**config.mk**
```make
export PLATFORM = sky130hd
export DESIGN_NAME = jimmy_uart_tx_flat
export DESIGN_NICKNAME = d
export VERILOG_FILES = /design/src/rtl/jimmy_io_pkg.sv /design/src/rtl/jimmy_uart_tx_if.sv /design/src/rtl/jimmy_fifo.sv /design/src/rtl/jimmy_uart_tx.sv /design/src/flat_wrapper.sv
export SDC_FILE = /design/constraint.sdc
export NUM_CORES = 1
export LEC_CHECK = 0
export BUFFER_PORTS_ARGS = -buffer_cell sky130_fd_sc_hd__buf_2
export CAP_MARGIN = 20
export CORE_ASPECT_RATIO = 0.6
export CORE_UTILIZATION = 29
export CTS_BUF_LIST = sky130_fd_sc_hd__clkbuf_8
export CTS_CLUSTER_DIAMETER = 40
export DETAILED_ROUTE_END_ITERATION = 8
export GPL_TIMING_DRIVEN = 1
export SLEW_MARGIN = 0
export SYNTH_ARGS = -nofsm -noshare
export SYNTH_HDL_FRONTEND = slang
export SYNTH_HIERARCHICAL = 1
export SYNTH_SLANG_ARGS = --single-unit
```
**constraint.sdc**
```tcl
create_clock -name jimmy_clk -period 3.55 [get_ports jimmy_clk]
set_input_delay 0.1775 -clock jimmy_clk [delete_from_list [all_inputs] [get_ports jimmy_clk]]
set_output_delay 0.1775 -clock jimmy_clk [all_outputs]
set_load 0.005 [all_outputs]
```
**src/rtl/jimmy_io_pkg.sv**
```systemverilog
// Shared definitions for the jimmy serial output peripheral:
// one-hot FSM states, default baud divisor and status byte bit positions.
package jimmy_io_pkg;

    typedef enum logic [3:0] {
        ST_IDLE  = 4'b0001,
        ST_START = 4'b0010,
        ST_DATA  = 4'b0100,
        ST_STOP  = 4'b1000
    } state_t;

    // 100 MHz / 115200 baud
    localparam int DEFAULT_CLKS_PER_BIT = 868;

    localparam int BUSY_BIT = 0;
    localparam int FULL_BIT = 1;
    localparam int OVF_BIT  = 2;

endpackage

```
**src/rtl/jimmy_uart_tx_if.sv**
```systemverilog
// CPU output-port side of the UART transmitter: byte + strobe in,
// serial line and status back out.
interface jimmy_uart_tx_if;
    logic [7:0] data_in;
    logic       strobe_n;
    logic       tx;
    logic       busy;
    logic       full;
    logic       overflow;
    logic [7:0] status;

    modport master (
        output data_in, strobe_n,
        input  tx, busy, full, overflow, status
    );

    modport slave (
        input  data_in, strobe_n,
        output tx, busy, full, overflow, status
    );
endinterface

```
**src/rtl/jimmy_fifo.sv**
```systemverilog
// Synchronous first-word-fall-through FIFO, FIFO_DEPTH x 8, with an
// occupancy count; push and pop on the same edge both succeed, even when full.
module jimmy_fifo #(
    parameter int FIFO_DEPTH = 4
) (
    input  logic                          jimmy_clk,
    input  logic                          reset,
    input  logic                          push,
    input  logic                          pop,
    input  logic [7:0]                    din,
    output logic [7:0]                    dout,
    output logic                          empty,
    output logic                          full,
    output logic [$clog2(FIFO_DEPTH):0]   count
);
    localparam int AW = $clog2(FIFO_DEPTH);

    logic [7:0]    mem [FIFO_DEPTH];
    logic [AW-1:0] wr_ptr_reg;
    logic [AW-1:0] rd_ptr_reg;
    logic [AW:0]   count_reg;
    logic          do_push;
    logic          do_pop;

    assign empty   = (count_reg == '0);
    assign full    = (count_reg == (AW+1)'(FIFO_DEPTH));
    assign do_pop  = pop && !empty;
    assign do_push = push && (!full || do_pop);

    // Storage carries no reset; only the pointers define what is valid.
    always_ff @(posedge jimmy_clk) begin
        if (do_push) begin
            mem[wr_ptr_reg] <= din;
        end
    end

    always_ff @(posedge jimmy_clk or negedge reset) begin
        if (!reset) begin
            wr_ptr_reg <= '0;
            rd_ptr_reg <= '0;
            count_reg  <= '0;
        end else begin
            if (do_push) begin
                wr_ptr_reg <= wr_ptr_reg + AW'(1);
            end
            if (do_pop) begin
                rd_ptr_reg <= rd_ptr_reg + AW'(1);
            end
            case ({do_push, do_pop})
                2'b10:   count_reg <= count_reg + (AW+1)'(1);
                2'b01:   count_reg <= count_reg - (AW+1)'(1);
                default: count_reg <= count_reg;
            endcase
        end
    end

    assign dout  = mem[rd_ptr_reg];
    assign count = count_reg;

endmodule

```
**src/rtl/jimmy_uart_tx.sv**
```systemverilog
// 8N1 serial transmitter fed from a jimmy CPU output port through a small
// FIFO, with a pollable status byte {overflow, full, busy}.
module jimmy_uart_tx
    import jimmy_io_pkg::*;
#(
    parameter int CLKS_PER_BIT = DEFAULT_CLKS_PER_BIT,
    parameter int FIFO_DEPTH   = 4
) (
    input  logic          jimmy_clk,
    input  logic          reset,
    jimmy_uart_tx_if.slave bus
);
    localparam int BW = (CLKS_PER_BIT > 1) ? $clog2(CLKS_PER_BIT) : 1;
    localparam int CW = $clog2(FIFO_DEPTH) + 1;
    localparam logic [BW-1:0] BAUD_LAST = BW'(CLKS_PER_BIT - 1);

    logic          strobe_reg;
    logic          write_ev;
    logic          push;
    logic          pop;
    logic [7:0]    fifo_dout;
    logic          fifo_empty;
    logic          fifo_full;
    logic [CW-1:0] fifo_count;
    logic          overflow_reg;

    state_t        state_reg;
    state_t        state_next;
    logic [BW-1:0] baud_reg;
    logic [BW-1:0] baud_next;
    logic [2:0]    bit_idx_reg;
    logic [2:0]    bit_idx_next;
    logic [7:0]    sh_reg;
    logic [7:0]    sh_next;
    logic          tx_reg;
    logic          tx_next;
    logic          baud_tc;
    logic          bit_shift;
    logic          busy;
    logic [7:0]    status_next;

    // Falling edge of the strobe is the write event, so a long low pulse writes once.
    always_ff @(posedge jimmy_clk or negedge reset) begin
        if (!reset) begin
            strobe_reg <= 1'b1;
        end else begin
            strobe_reg <= bus.strobe_n;
        end
    end

    assign write_ev = strobe_reg && !bus.strobe_n;
    assign push     = write_ev && (!fifo_full || pop);

    always_ff @(posedge jimmy_clk or negedge reset) begin
        if (!reset) begin
            overflow_reg <= 1'b0;
        end else if (write_ev && !push) begin
            overflow_reg <= 1'b1;
        end
    end

    jimmy_fifo #(
        .FIFO_DEPTH (FIFO_DEPTH)
    ) u_fifo (
        .jimmy_clk (jimmy_clk),
        .reset     (reset),
        .push      (push),
        .pop       (pop),
        .din       (bus.data_in),
        .dout      (fifo_dout),
        .empty     (fifo_empty),
        .full      (fifo_full),
        .count     (fifo_count)
    );

    assign baud_tc = (baud_reg == BAUD_LAST);

    always_ff @(posedge jimmy_clk or negedge reset) begin
        if (!reset) begin
            state_reg <= ST_IDLE;
        end else begin
            state_reg <= state_next;
        end
    end

    always_comb begin
        state_next = ST_IDLE;
        case (state_reg)
            ST_IDLE:  state_next = fifo_empty ? ST_IDLE : ST_START;
            ST_START: state_next = baud_tc ? ST_DATA : ST_START;
            ST_DATA:  state_next = (baud_tc && bit_idx_reg == 3'd7) ? ST_STOP : ST_DATA;
            ST_STOP:  state_next = baud_tc ? (fifo_empty ? ST_IDLE : ST_START) : ST_STOP;
            default:  state_next = ST_IDLE;
        endcase
    end

    // Popping at the end of a stop bit chains frames with no idle gap.
    always_comb begin
        pop       = ((state_reg == ST_IDLE) || (state_reg == ST_STOP && baud_tc)) && !fifo_empty;
        bit_shift = (state_reg == ST_DATA) && baud_tc;

        baud_next = '0;
        if ((state_reg == ST_START || state_reg == ST_DATA || state_reg == ST_STOP) && !baud_tc) begin
            baud_next = baud_reg + BW'(1);
        end

        sh_next      = sh_reg;
        bit_idx_next = bit_idx_reg;
        if (pop) begin
            sh_next      = fifo_dout;
            bit_idx_next = 3'd0;
        end else if (bit_shift) begin
            sh_next      = {1'b0, sh_reg[7:1]};
            bit_idx_next = bit_idx_reg + 3'd1;
        end

        tx_next = 1'b1;
        case (state_next)
            ST_START: tx_next = 1'b0;
            ST_DATA:  tx_next = sh_next[0];
            default:  tx_next = 1'b1;
        endcase
    end

    always_ff @(posedge jimmy_clk or negedge reset) begin
        if (!reset) begin
            baud_reg    <= '0;
            bit_idx_reg <= 3'd0;
            sh_reg      <= 8'h00;
            tx_reg      <= 1'b1;
        end else begin
            baud_reg    <= baud_next;
            bit_idx_reg <= bit_idx_next;
            sh_reg      <= sh_next;
            tx_reg      <= tx_next;
        end
    end

    assign busy = (state_reg != ST_IDLE) || (fifo_count != '0);

    always_comb begin
        status_next           = 8'h00;
        status_next[BUSY_BIT] = busy;
        status_next[FULL_BIT] = fifo_full;
        status_next[OVF_BIT]  = overflow_reg;
    end

    assign bus.tx       = tx_reg;
    assign bus.busy     = busy;
    assign bus.full     = fifo_full;
    assign bus.overflow = overflow_reg;
    assign bus.status   = status_next;

endmodule

```
**src/flat_wrapper.sv**
```systemverilog
// flat-port wrapper written by rule: the top's interface ports become plain ports
module jimmy_uart_tx_flat import jimmy_io_pkg::*;
#(
    parameter int CLKS_PER_BIT = DEFAULT_CLKS_PER_BIT,
    parameter int FIFO_DEPTH   = 4
)
  (jimmy_clk, reset, bus_data_in, bus_strobe_n, bus_tx, bus_busy, bus_full, bus_overflow, bus_status);
  jimmy_uart_tx_if bus_i ();
  input  logic jimmy_clk;
  input  logic reset;
  input wire logic [$bits(bus_i.data_in)-1:0] bus_data_in;
  input wire logic [$bits(bus_i.strobe_n)-1:0] bus_strobe_n;
  output wire logic [$bits(bus_i.tx)-1:0] bus_tx;
  output wire logic [$bits(bus_i.busy)-1:0] bus_busy;
  output wire logic [$bits(bus_i.full)-1:0] bus_full;
  output wire logic [$bits(bus_i.overflow)-1:0] bus_overflow;
  output wire logic [$bits(bus_i.status)-1:0] bus_status;
  assign bus_i.data_in = bus_data_in;
  assign bus_i.strobe_n = bus_strobe_n;
  assign bus_tx = bus_i.tx;
  assign bus_busy = bus_i.busy;
  assign bus_full = bus_i.full;
  assign bus_overflow = bus_i.overflow;
  assign bus_status = bus_i.status;
  jimmy_uart_tx #(.CLKS_PER_BIT(CLKS_PER_BIT), .FIFO_DEPTH(FIFO_DEPTH)) u_core (.jimmy_clk(jimmy_clk), .reset(reset), .bus(bus_i));
endmodule
```
* Word level (Yosys, flattened, before mapping) *
Memory sizes are Yosys's and may differ from the RTL's.
Index checks and enable logic that the tools add are counted.

word-level totals
  register bits = 35
  bits in latches = 0
  RAM bits = 32
  bits in read-only memories = 0
  input port bits = 11
  output and inout bits = 12
  word-level logic and storage cells = 69
  memories kept = 1

memories
  name               words  width  rd ports  clocked after memory_dff  write ports  line              RTL
  u_core.u_fifo.mem  4      8      1         0                         1            jimmy_fifo.sv:18  logic [7:0] mem [FIFO_DEPTH];

operators by class
  $add $sub $neg = 6
  multiply operators = 0
  divide/modulo/power cells = 0
  order comparisons = 0
  eq/ne operators = 12
  shifts and indexed selects = 0
  mux-type cells = 14
  bitwise operators = 0
  reductions and logical operators = 25

operators with widths
  cell                                                   number
  2-to-1 mux 8 bit                                       2
  one-hot mux 4 bit (4 select lines)                     1
  adder 10 x 1 -> 10 bit, second input constant          1
  equality test 10 bit, second input constant            1
  logical AND 1 bit                                      10
  2-to-1 mux 10 bit                                      1
  2-to-1 mux 3 bit                                       3
  equality test 4 x 2 -> 1 bit, second input constant    2
  equality test 4 x 3 -> 1 bit, second input constant    2
  2-to-1 mux 4 bit                                       2
  adder 3 x 1 -> 3 bit, second input constant            2
  equality test 3 bit, second input constant             2
  logical OR 1 bit                                       6
  one-hot mux 3 bit (2 select lines)                     1
  zero test 1 bit                                        5
  adder 2 x 1 -> 2 bit, second input constant            2
  equality test 4 x 1 -> 1 bit, second input constant    1
  equality test 4 bit, second input constant             1
  inequality test 4 x 1 -> 1 bit, second input constant  1
  nonzero test 2 bit                                     2
  zero test 3 bit                                        1
  nonzero test 3 bit                                     1
  subtractor 3 x 1 -> 3 bit, second input constant       1
  equality test 2 x 1 -> 1 bit, second input constant    1
  other kinds (4)                                        5

* Longest topological paths before layout *
Gate-level depths: netlist of run 1.

  word-level depth = 9
  gate-level depth with buffers = 14

* Cells and area by module *
The synthesis of run 1 kept the hierarchy.

by module, submodules not included
  module         times used  cells an instance  area each (µm²)
  jimmy_fifo     1           94                 1669.1
  jimmy_uart_tx  1           133                1473.9

* Worst setup path after synthesis of run 1 *
OpenSTA, ideal clock, no wires.

  kind = reg2reg
  start = reg u_core.baud_reg[4]
  end = reg u_core.u_fifo.count_reg[2] (netlist: u_core/u_fifo/count[2])
  library setup time = 0.146 ns
  arrival time = 3.022 ns
  path slack = 0.382 ns
  cell stages (with the launch flop) = 14
  path buffers = 3
  clock period less this slack = 3.168 ns
  cells stage by stage = dfrtp_1 buf_2 or4b_1 nor4_4 nor2_2 clkinv_2 buf_6 clkbuf_1 nand2b_1 or2_2 fa_1 nand2b_1 o211ai_1 o311ai_0

on the way
  longest elaborated chain between the ends = 9
  elaborated cells between the ends (all ways) = 13
  classes of those cells = eq/ne (3); mux (1); reduce/logical (9)

RTL lines
  what                                                                      line                                   RTL
  start, declared                                                           jimmy_uart_tx.sv:29                    logic [BW-1:0] baud_reg;
  start signal, assigned                                                    jimmy_uart_tx.sv:132                   baud_reg <= baud_next;
  equality test 10 bit *                                                    jimmy_uart_tx.sv:76                    assign baud_tc = (baud_reg == BAUD_LAST);
  logical AND 1 bit *                                                       jimmy_uart_tx.sv:99                    pop = ((state_reg == ST_IDLE) || (state_reg == ST_STOP && baud_tc)) && !fifo_empty;
  logical OR 1 bit *                                                        jimmy_uart_tx.sv:99
  logical AND 1 bit *                                                       jimmy_uart_tx.sv:99
  net u_core.pop                                                            jimmy_uart_tx.sv:20                    logic pop;
  logical OR 1 bit or logical AND 1 bit (tied branches)                     jimmy_uart_tx.sv:52, jimmy_fifo.sv:27
  logical AND 1 bit or logical OR 1 bit (tied branches)                     jimmy_uart_tx.sv:52, jimmy_fifo.sv:28
  logical AND 1 bit                                                         jimmy_fifo.sv:28                       assign do_push = push && (!full || do_pop);
  equality test 2 x 1 -> 1 bit or equality test 2 bit (tied branches)       jimmy_fifo.sv:49                       case ({do_push, do_pop})
  one-hot mux 3 bit (2 select lines) or nonzero test 2 bit (tied branches)  -
  end signal, assigned                                                      jimmy_fifo.sv:50                       2'b10: count_reg <= count_reg + (AW+1)'(1);
  end signal, assigned                                                      jimmy_fifo.sv:51                       2'b01: count_reg <= count_reg - (AW+1)'(1);
  end signal, assigned                                                      jimmy_fifo.sv:52                       default: count_reg <= count_reg;
  end, declared                                                             jimmy_fifo.sv:21                       logic [AW:0] count_reg;

Mark *: on every way through the listed nets, which the timed path passes. The rest lies on a longest branch.
A chain may end at the register's enable or synchronous reset.

* Final worst setup path of run 1 *
  start = reg u_core.u_fifo.count_reg[2] (netlist: u_core/u_fifo/count[2])
  end = reg u_core.u_fifo.count_reg[2] (netlist: u_core/u_fifo/count[2])

on the way
  longest elaborated chain between the ends = 8
  elaborated cells between the ends (all ways) = 16
  classes of those cells = add/sub (2); eq/ne (3); mux (1); reduce/logical (10)

RTL lines
  what                                                                      line                                   RTL
  zero test 3 bit *                                                         jimmy_fifo.sv:25                       assign empty = (count_reg == '0);
  net u_core.fifo_empty                                                     jimmy_uart_tx.sv:22                    logic fifo_empty;
  zero test 1 bit *                                                         jimmy_fifo.sv:27, jimmy_uart_tx.sv:99
  logical AND 1 bit                                                         jimmy_uart_tx.sv:99
  logical OR 1 bit or logical AND 1 bit (tied branches)                     jimmy_uart_tx.sv:52, jimmy_fifo.sv:27
  logical AND 1 bit or logical OR 1 bit (tied branches)                     jimmy_uart_tx.sv:52, jimmy_fifo.sv:28
  logical AND 1 bit                                                         jimmy_fifo.sv:28
  equality test 2 x 1 -> 1 bit or equality test 2 bit (tied branches)       jimmy_fifo.sv:49
  one-hot mux 3 bit (2 select lines) or nonzero test 2 bit (tied branches)  -

Marked as above.

==> flow_summary.yaml, run 1 <==
power_and_ir_drop:
  p_leak_nw: 1.39
  clkPwrFrac_pct: 24.6
  p_switching_mw: 0.830
  p_int_mw: 1.69
  switching_share_pct: 32.9
  seqPwrFrac_pct: 45.4
  power_frac_comb_pct: 30.0
  powerDensity_nw_per_um2: 712
  irDropWorstVdd_v: 0.000352
cells_and_area:
  nets: 266
  n_antenna_cell: 0
  area_growth_pct: 12.6
  largest_reg_flops: 32
  drive_gt1_share_pct: 23.0
  final_area_um2: 3540
outcome:
  outcome: "complete, no violations"
job:
  max-cap-violations: 0
logic_synthesis:
  syn_area_um2: 3140
  yosysSeqAreaShare_pct: 58.6
  synth_edf_count: 32
  ys_types: 58
  syn_avg_cell_area_um2: 13.8
  ys.flop_type: "edfxtp_1"
  ys_ff_latch: 67
  yosys_warnings: 6
  syn_inst: 227
  synthArstFlopShare_pct: 52.2
cts:
  worstSkewPairLatency_ns: 0.35
  h-tree-depth: 3
  postCtsSetupBuffers: 0
  clock_sinks: 67
  cts_buffer_depth: 2
  clk_pin_slew_ns: 0.07
  cts_tree: "yes"
  cts_made_buffers: 9
  cts_root_buffer: "clkbuf_8"
worst_setup_path:
  critPathSlowestCell: "or4b_1"
  worstPathMaxFanout: 9
  path_class: "reg -> reg"
  crit_required_ns: 3.76
  path_cells: "nor3_1 -> or4b_1 -> nor4_4 -> nor2_2 -> clkinv_2 -> nand2b_1 -> or2_2 -> fa_1 -> nand2b_1 -> o211ai_1 -> o311ai_0"
  crit_path_frequent_cell: "nand2b_1"
  critPathMaxStageDelay_ns: 0.54
  setup.worst_path.start_class: "flop"
  arrival_ns: 3.25
  cp-end-kind: "flop"
timing:
  finalWorstSetupSlack_ns: 0.508
  post-route-min-period_ns: 3.04
  rsz0062_at_grt: "no"
  max_freq_ghz: 0.329
  finalCritPeriodShare_pct: 85.7
  hold_viol: 0
  fin_skew_ns: 0.0100
  tns_ns: 0
  slew-limit-headroom_pct: 47.2
  drv_slew: 0
  tightestPinTransition_ns: 0.792
  setup_violations: 0
placed_design:
  postPlaceCellArea_um2: 3330
  pre_cts_ws_ns: 0.577
  place_hpwl_um: 3960
  port_buffers: 17
  place_congestion: 0.716
floorplanning:
  ios: 23
  placement_rows: 29
  die-height_um: 82.6
  core_um2: 10600
  start_util_pct: 29.8
  die_w_um: 136
  die-area_um2: 11300
global_route:
  antenna_found_initial: 0
  gr-total-overflow: 0
  grt_usage_pct: 11.6
  grt_max_degree: 36
  grt_first_pass_wirelength_um: 9400
  grt_pass1_vias: 1792
drt:
  topRoutingLayerUsed: "met4"
  routed-via-count: 1845
  wl_met1_um: 2920
  wl_met2_um: 2470
  routed_wl_um: 5720
  via_per_inst: 4.72
  wl_per_cell_um: 14.6
  dr.pass1.iters: 4
  wl_met3_um: 294
  drtIter0Drc: 94
  ant_nets: 0
  drcViolationCount: 0
min_path:
  hold_class: "in -> reg"
==> cell usage after synthesis, drive strengths merged (2+ instances only) <==
library cell / count / area, µm²
a21oi: 4 / 20.0
a221o: 6 / 60.1
a22oi: 2 / 15.0
and2: 10 / 62.6
and3: 2 / 12.5
buf: 15 / 105
clkbuf: 2 / 7.51
dfrtp: 32 / 801
dfstp: 3 / 78.8
edfxtp: 32 / 961
ha: 7 / 87.6
inv: 7 / 26.3
mux2: 3 / 37.5
mux2i: 3 / 30.0
mux4: 8 / 180
nand2: 6 / 22.5
nand2b: 3 / 18.8
nand3: 4 / 20.0
nand3b: 2 / 15.0
nand4: 2 / 12.5
nor2: 18 / 70.1
nor3: 3 / 25.0
nor4: 2 / 27.5
nor4b: 4 / 56.3
o21a: 3 / 30.0
o21ai: 7 / 35.0
o21bai: 2 / 15.0
or3b: 2 / 17.5
or4b: 4 / 43.8
xnor2: 7 / 61.3
xor2: 8 / 70.1
==> critical path, delay by kind of cell, from the launching register on <==
family                   cells  cell delay (ns)
adder cells (fa/ha/maj)      1             0.38
flip-flops                   1             0.49
AND/OR/NAND/NOR              7             1.63
buffers and inverters        1             0.07
AO/OA/AOI/OAI                2             0.35
==> cell families after synthesis <==
kind of cell	count (synthesis)	synth area share, %
compound gates	30	7.13
xor+xnor	15	4.18
fa+ha+maj	8	3.42
buf+inv	25	4.58
flops	67	58.6
mux	14	7.88
other cells	1	0.119
simple gates	67	14.1
==> cell usage in the layout (no fill, tap or decap), drive strengths merged, types with 2 or more instances in the layout <==
cell and n:
a21oi 4, a221o 6, a22oi 2, and2 10
and3 2, buf 20, clkbuf 9, clkinv 7
conb 5, dfrtp 32, dfstp 3, dlygate4sd3 2
edfxtp 32, ha 7, inv 7, mux2 3
mux2i 3, mux4 8, nand2 6, nand2b 3
nand3 4, nand3b 2, nand4 2, nor2 18
nor3 3, nor4 2, nor4b 4, o21a 3
o21ai 7, o21bai 2, or3b 2, or4b 4
xnor2 7, xor2 8
==> per-stage QoR <==
| stage | power (mW) | util [%] | instances | hold slack, ns |
|---|---|---|---|---|
| 5_1_grt | 2.69 | 33.5 | 391 | 0.0291 |
| 4_1_cts | 2.55 | 33.5 | 391 | 0.0236 |
| 2_1_floorplan | 1.74 | - | 231 | -0.118 |
| 3_3_place_gp | 1.90 | 31.5 | 373 | 0.294 |
| 3_5_place_dp | 1.92 | 31.5 | 373 | 0.296 |
| 6_report | 2.52 | 33.5 | 391 | 0.0427 |
==> layout make-up <==
class | count | area, µm²
timing repair buffer | 22 | 128
clock inverter | 7 | 68.8
sequential | 67 | 1840
inverter | 8 | 31.3
tap | 139 | 174
multi-input combinational | 139 | 1170
fill | 1022 | 7020
clock buffer | 9 | 124
==> path summary, 6_finish.rpt <==
path	depth (start not counted)	end	slack (ns)	start
worst max-delay path	11	u_core/u_fifo/count[2]	0.51	u_core/u_fifo/count[2]
worst min-delay path	1	u_core/u_fifo/mem[2][6]	0.04	bus_data_in[6]
worst max register to register	11	u_core/u_fifo/count[2]	0.51	u_core/u_fifo/count[2]
worst min register to register	1	u_core/baud_reg[0]	0.48	u_core/baud_reg[0]
max in group asynchronous	2	u_core/bit_idx_reg[0]	2.60	reset
min in group asynchronous	2	u_core/u_fifo/count[0]	0.44	reset
==> power groups by stage <==
stage	clock network [mW]	registers [mW]	logic [mW]
after floorplan	0	1.08	0.664
after global placement	0	1.16	0.743
after detailed placement	0	1.17	0.753
after CTS	0.640	1.15	0.760
after global routing	0.664	1.18	0.849
final	0.620	1.14	0.756
==> metal layers <==
| layer | vias up | track usage, % |
|---|---|---|
| met4 | 0 | 4.00 |
| met1 | 935 | 15.9 |
| met2 | 38 | 16.5 |
| met5 | - | 0 |
| met3 | 4 | 4.40 |
| li1 | 868 | - |
==> timing repair <==
action | in CTS | in global routing
gates resized for setup | 0 | 0
endpoints found under the hold margin | 33 | 0
hold buffers | 2 | 0
Note: power is estimated with default switching activity, not from simulation.
==> inputs of run 2 (changes only) <==
--- a/config.mk
+++ b/config.mk
@@ -5,6 +5,7 @@
 export SDC_FILE = /design/constraint.sdc
 export NUM_CORES = 1
 export LEC_CHECK = 0
+export ABC_AREA = 1
 export BUFFER_PORTS_ARGS = -buffer_cell sky130_fd_sc_hd__buf_2
 export CAP_MARGIN = 20
 export CORE_ASPECT_RATIO = 0.6
==> flow_summary.yaml, run 2 <==
worst_setup_path:
  setup.worst_path.start_class: "flop"
  critPathSlowestCell: "nor2_1"
  critPathMaxStageDelay_ns: 0.52
  crit_path_frequent_cell: "nand2_4"
  rrSetupSlack_ns: 0.98
  crit_required_ns: 3.53
  worstPathMaxFanout: 15
  path_cells: "ha_1 -> nand2_1 -> inv_1 -> nand2_4 -> nor2_8 -> nand3_2 -> nand2_2 -> nand2_4 -> a21oi_2 -> o21ai_4 -> nor2_1"
  path_class: "reg -> reg"
  cp-end-kind: "flop"
  arrival_ns: 2.54
timing:
  max_freq_ghz: 0.389
  finalWorstSetupSlack_ns: 0.982
  hold_viol: 0
  drv_slew: 0
  fin_skew_ns: 0.0103
  post-route-min-period_ns: 2.57
  finalCritPeriodShare_pct: 72.3
  slew-limit-headroom_pct: 48.1
  rsz0062_at_grt: "no"
  tns_ns: 0
  setup_violations: 0
  tightestPinTransition_ns: 0.779
cts:
  worstSkewPairLatency_ns: 0.34
  h-tree-depth: 3
  cts_made_buffers: 9
  cts_buffer_depth: 2
  clk_pin_slew_ns: 0.09
  cts_tree: "yes"
  cts.repair.resized: 0
  clock_sinks: 67
  cts_root_buffer: "clkbuf_8"
cells_and_area:
  layout_common_cells: "nand2_1, nor2_1, inv_1"
  fillers: 1088
  nets: 354
  area_growth_pct: 12.3
  final_util_pct: 33.7
  multi_input_area_um2: 1090
  final_common_cell: "nand2_1"
  regArea_um2: 1840
  n_antenna_cell: 0
  drive_gt1_share_pct: 19.7
  final_area_um2: 3570
  largest_reg_flops: 32
power_and_ir_drop:
  seqPwrFrac_pct: 43.9
  power_frac_comb_pct: 31.8
  irDropWorstVdd_v: 0.000284
  p_int_mw: 1.55
  total_power_mw: 2.56
  p_leak_nw: 1.58
  powerDensity_nw_per_um2: 717
  switching_share_pct: 39.3
  p_switching_mw: 1.00
  clkPwrFrac_pct: 24.3
global_route:
  gr-total-overflow: 0
  antenna_found_initial: 0
  grt_first_pass_wirelength_um: 10100
  grt_pass1_vias: 2017
  grt_max_degree: 36
  grt_usage_pct: 11.8
outcome:
  outcome: "complete, no violations"
logic_synthesis:
  synth_commonest_cells: "nand2_1, nor2_1, inv_1"
  ys_types: 35
  yosys_warnings: 6
  synth_most_common_cell: "nand2_1"
  yosys-top-cells-area: "edfxtp_1, dfrtp_1, nand2_1, nor2_1, inv_1"
  synthArstFlopShare_pct: 52.2
  ys.flop_type: "edfxtp_1"
  syn_avg_cell_area_um2: 10.1
  synth_edf_count: 32
  ys_ff_latch: 67
  yosysSeqAreaShare_pct: 57.9
  synth_top_area_share_pct: 30.2
  syn_inst: 315
  yosys.area.top_type: "edfxtp_1"
  syn_area_um2: 3180
placed_design:
  postPlaceCellArea_um2: 3350
  place_hpwl_um: 4530
  port_buffers: 17
  place_congestion: 0.842
  pre_cts_ws_ns: 0.991
drt:
  drtIter0Drc: 186
  via_per_inst: 4.49
  routed-via-count: 2152
  drcViolationCount: 0
  ant_nets: 0
  routed_wl_um: 6040
  dr.pass1.iters: 4
  wl_per_cell_um: 12.6
floorplanning:
  start_util_pct: 30.0
  die_w_um: 137
  die-area_um2: 11400
  ios: 23
  placement_rows: 29
  die-height_um: 83.1
  core_um2: 10600
min_path:
  hold_class: "in -> reg"
job:
  max-cap-violations: 0
run 2: logic make-up after synthesis:
| family | share of synthesized area [%] |
|---|---|
| AND/OR/NAND/NOR | 22.2 |
| flip-flops | 57.9 |
| buffers and inverters | 8.07 |
| AO/OA/AOI/OAI | 6.93 |
| adder cells (fa/ha/maj) | 3.39 |
| XOR/XNOR | 1.38 |
| other | 0.118 |
run 2: routing by layer:
layer	vias to the layer above	track usage, %	part of all wire, %
li1	1066	-	-
met3	7	3.17	3.7
met4	0	4.10	1.0
met1	1024	18.5	55
met2	55	15.2	40
met5	-	0	0
run 2: worst max-delay path, delay by kind of cell, from the launching register on:
family,cells,cell delay [ns]
AO/OA/AOI/OAI,2,0.40
AND/OR/NAND/NOR,7,1.08
flip-flops,1,0.42
adder cells (fa/ha/maj),1,0.21
buffers and inverters,1,0.08
run 2: path summary, 6_finish.rpt:
path	from	cells past startpoint	to
setup / recovery	u_core/baud_reg[0]	11	u_core/u_fifo/mem[3][4]
hold / removal	bus_data_in[7]	1	u_core/u_fifo/mem[3][7]
setup reg to reg	u_core/baud_reg[0]	11	u_core/u_fifo/mem[3][4]
hold reg to reg	u_core/bus.overflow	1	u_core/bus.overflow
max in group asynchronous	reset	2	u_core/sh_reg[6]
min in group asynchronous	reset	2	u_core/baud_reg[4]
run 2: power groups by stage:
stage / combinational, mW / sequential, mW / clock, mW
after floorplan: 0.696 / 1.08 / 0
after global placement: 0.799 / 1.13 / 0
after detailed placement: 0.820 / 1.14 / 0
after CTS: 0.827 / 1.12 / 0.642
after global routing: 0.948 / 1.14 / 0.677
final: 0.814 / 1.12 / 0.621
run 2: layout make-up:
class                   count  share of cell area, %
clock buffers               9                   3.47
clock inverters             7                   2.14
inverters                  40                   4.28
multi-input cells         198                   30.7
flip-flops and latches     67                   51.6
well taps                 139                   4.88
repair buffers             19                   2.95
run 2: per-stage QoR:
step | hold slack [ns] | cells
2_1_floorplan | -0.118 | 319
3_3_place_gp | 0.301 | 461
3_5_place_dp | 0.301 | 461
4_1_cts | 0.0562 | 479
5_1_grt | 0.0428 | 479
6_report | 0.0617 | 479
run 2: timing repair:
item | in CTS | in global routing
setup buffers | 0 | 0
hold buffers | 2 | 0
hold endpoints to repair | 33 | 0
==> inputs of run 3 (changes only) <==
--- a/config.mk
+++ b/config.mk
@@ -5,7 +5,7 @@
 export SDC_FILE = /design/constraint.sdc
 export NUM_CORES = 1
 export LEC_CHECK = 0
-export ABC_AREA = 1
+export ABC_AREA = 0
 export BUFFER_PORTS_ARGS = -buffer_cell sky130_fd_sc_hd__buf_2
 export CAP_MARGIN = 20
 export CORE_ASPECT_RATIO = 0.6
==> constraint.sdc (replaced) <==
create_clock -name jimmy_clk -period 2.2 [get_ports jimmy_clk]
set_input_delay 0.11 -clock jimmy_clk [delete_from_list [all_inputs] [get_ports jimmy_clk]]
set_output_delay 0.11 -clock jimmy_clk [all_outputs]
set_load 0.005 [all_outputs]
==> flow_summary.yaml, run 3 (same netlist as run 1, synthesis figures left out) <==
drt:
  routed_wl_um: 5860
  routed-via-count: 1970
  wl_per_cell_um: 13.4
  drtIter0Drc: 67
  dr.pass1.iters: 4
  drcViolationCount: 0
  ant_nets: 0
  via_per_inst: 4.52
cells_and_area:
  finalNonFillerCells: 436
  n_antenna_cell: 0
  fillers: 1028
  final_area_um2: 3970
  drive_gt1_share_pct: 37.0
  area_growth_pct: 26.2
  final_util_pct: 37.6
  largest_reg_flops: 32
  nets: 311
  regArea_um2: 1840
  multi_input_area_um2: 1230
  final_common_cell: "buf_4"
  layout_common_cells: "buf_4, edfxtp_1, dfrtp_1"
global_route:
  grt_pass1_vias: 1913
  grt_max_degree: 36
  gr-total-overflow: 0
  grt_first_pass_wirelength_um: 9780
  grt_usage_pct: 11.7
  antenna_found_initial: 0
cts:
  clk_pin_slew_ns: 0.08
  cts_buffer_depth: 2
  cts_tree: "yes"
  cts_root_buffer: "clkbuf_8"
  worstSkewPairLatency_ns: 0.34
  cts_made_buffers: 9
  h-tree-depth: 3
  clock_sinks: 67
worst_setup_path:
  rrSetupSlack_ns: -0.49
  worstReg2RegStart: "u_core/baud_reg[7]"
  critPathTopFamily: "simple AND/OR/NAND/NOR gates"
  rr_endpoint: "u_core/u_fifo/count[1]"
  cp-end-kind: "flop"
  critPathMaxStageDelay_ns: 0.57
  setup.worst_path.start_class: "flop"
  critPathSlowestCell: "or4b_4"
  r2r_cells: 10
  path_class: "reg -> reg"
  crit_required_ns: 2.43
  path_cells: "or4b_4 -> nor4_4 -> nor2_4 -> clkinv_2 -> nand2b_4 -> or2_4 -> fa_2 -> o21bai_1 -> a31oi_1 -> o21a_1"
  critPathBufInv: 1
  worstPathMaxFanout: 4
  arrival_ns: 2.92
timing:
  max_freq_ghz: 0.372
  post-route-min-period_ns: 2.69
  drv_slew: 0
  tightestPinTransition_ns: 0.794
  slew-limit-headroom_pct: 47.1
  hold_viol: 0
  setup_violations: 36
  holdWs_ns: 0.389
  rsz0062_at_grt: "yes"
  fin_skew_ns: 0.0104
  finalCritPeriodShare_pct: 122
  tns_ns: -8.01
  finalWorstSetupSlack_ns: -0.491
floorplanning:
  ios: 23
  core_um2: 10600
  die-area_um2: 11300
  die-height_um: 82.6
  placement_rows: 29
  die_w_um: 136
  start_util_pct: 29.8
placed_design:
  pre_cts_ws_ns: -0.479
  port_buffers: 17
  dp.cells: 407
  place_hpwl_um: 4050
  postPlaceCellArea_um2: 3620
  place_congestion: 0.759
power_and_ir_drop:
  powerDensity_nw_per_um2: 1120
  power_frac_comb_pct: 38.7
  p_int_mw: 2.95
  total_power_mw: 4.45
  p_leak_nw: 1.64
  irDropWorstVdd_v: 0.000573
  switching_share_pct: 33.5
  p_switching_mw: 1.49
  clkPwrFrac_pct: 21.6
  seqPwrFrac_pct: 39.7
outcome:
  violations: "setup timing"
  outcome: "finished with violations"
job:
  max-cap-violations: 0
min_path:
  hold_class: "in -> async"
[run 3: worst max-delay path by stage]
stage	startpoint	end	slack, ns	cells past startpoint
after floorplan	u_core/baud_reg[4]	u_core/u_fifo/count[1]	-0.75	13
after detailed placement	u_core/u_fifo/count[2]	u_core/u_fifo/count[2]	-0.48	11
final	u_core/baud_reg[7]	u_core/u_fifo/count[1]	-0.49	10
after CTS	u_core/state_reg[1]	u_core/u_fifo/count[1]	-0.48	10
after global routing	u_core/u_fifo/count[2]	u_core/u_fifo/count[1]	-0.58	11
after global placement	u_core/u_fifo/count[2]	u_core/u_fifo/count[2]	-0.40	11
[run 3: repair_timing]
item                                    in CTS  in global routing
endpoints found under the setup margin      39                 40
hold endpoints to repair                    65                  0
gates resized for setup                      3                  5
buffers inserted                             4                  0
hold buffers                                10                  0
pin swaps                                    6                  3
cloned                                       0                  0
[run 3: worst reg2reg max path: stages, from the launching register on]
cell	delay, ns
dfrtp_1	0.41
or4b_4	0.57
nor4_4	0.31
nor2_4	0.09
clkinv_2	0.08
nand2b_4	0.05
or2_4	0.23
fa_2	0.53
o21bai_1	0.11
a31oi_1	0.05
o21a_1	0.17
[run 3: routing by layer]
layer,GRT usage (%),part of all wire (%),vias to the layer above
met2,17.1,42,39
li1,-,-,961
met3,3.48,3.7,4
met4,4.33,0.70,0
met5,0,0,-
met1,16.3,54,966
[run 3: area by class of cell]
| cell class | instances | area share, % |
|---|---|---|
| Multi-Input combinational cell | 139 | 30.9 |
| Clock buffer | 9 | 3.12 |
| Tap cell | 139 | 4.39 |
| Clock inverter | 7 | 1.64 |
| Inverter | 8 | 0.789 |
| Sequential cell | 67 | 46.5 |
| Timing Repair Buffer | 67 | 12.7 |
[run 3: power groups by stage]
stage | clock, mW | sequential [mW] | combinational (mW)
floorplan | 0 | 1.75 | 1.16
global placement | 0 | 1.78 | 1.59
detailed placement | 0 | 1.79 | 1.62
CTS | 1.00 | 1.76 | 1.68
global route | 1.06 | 1.80 | 1.89
finish | 0.962 | 1.76 | 1.72
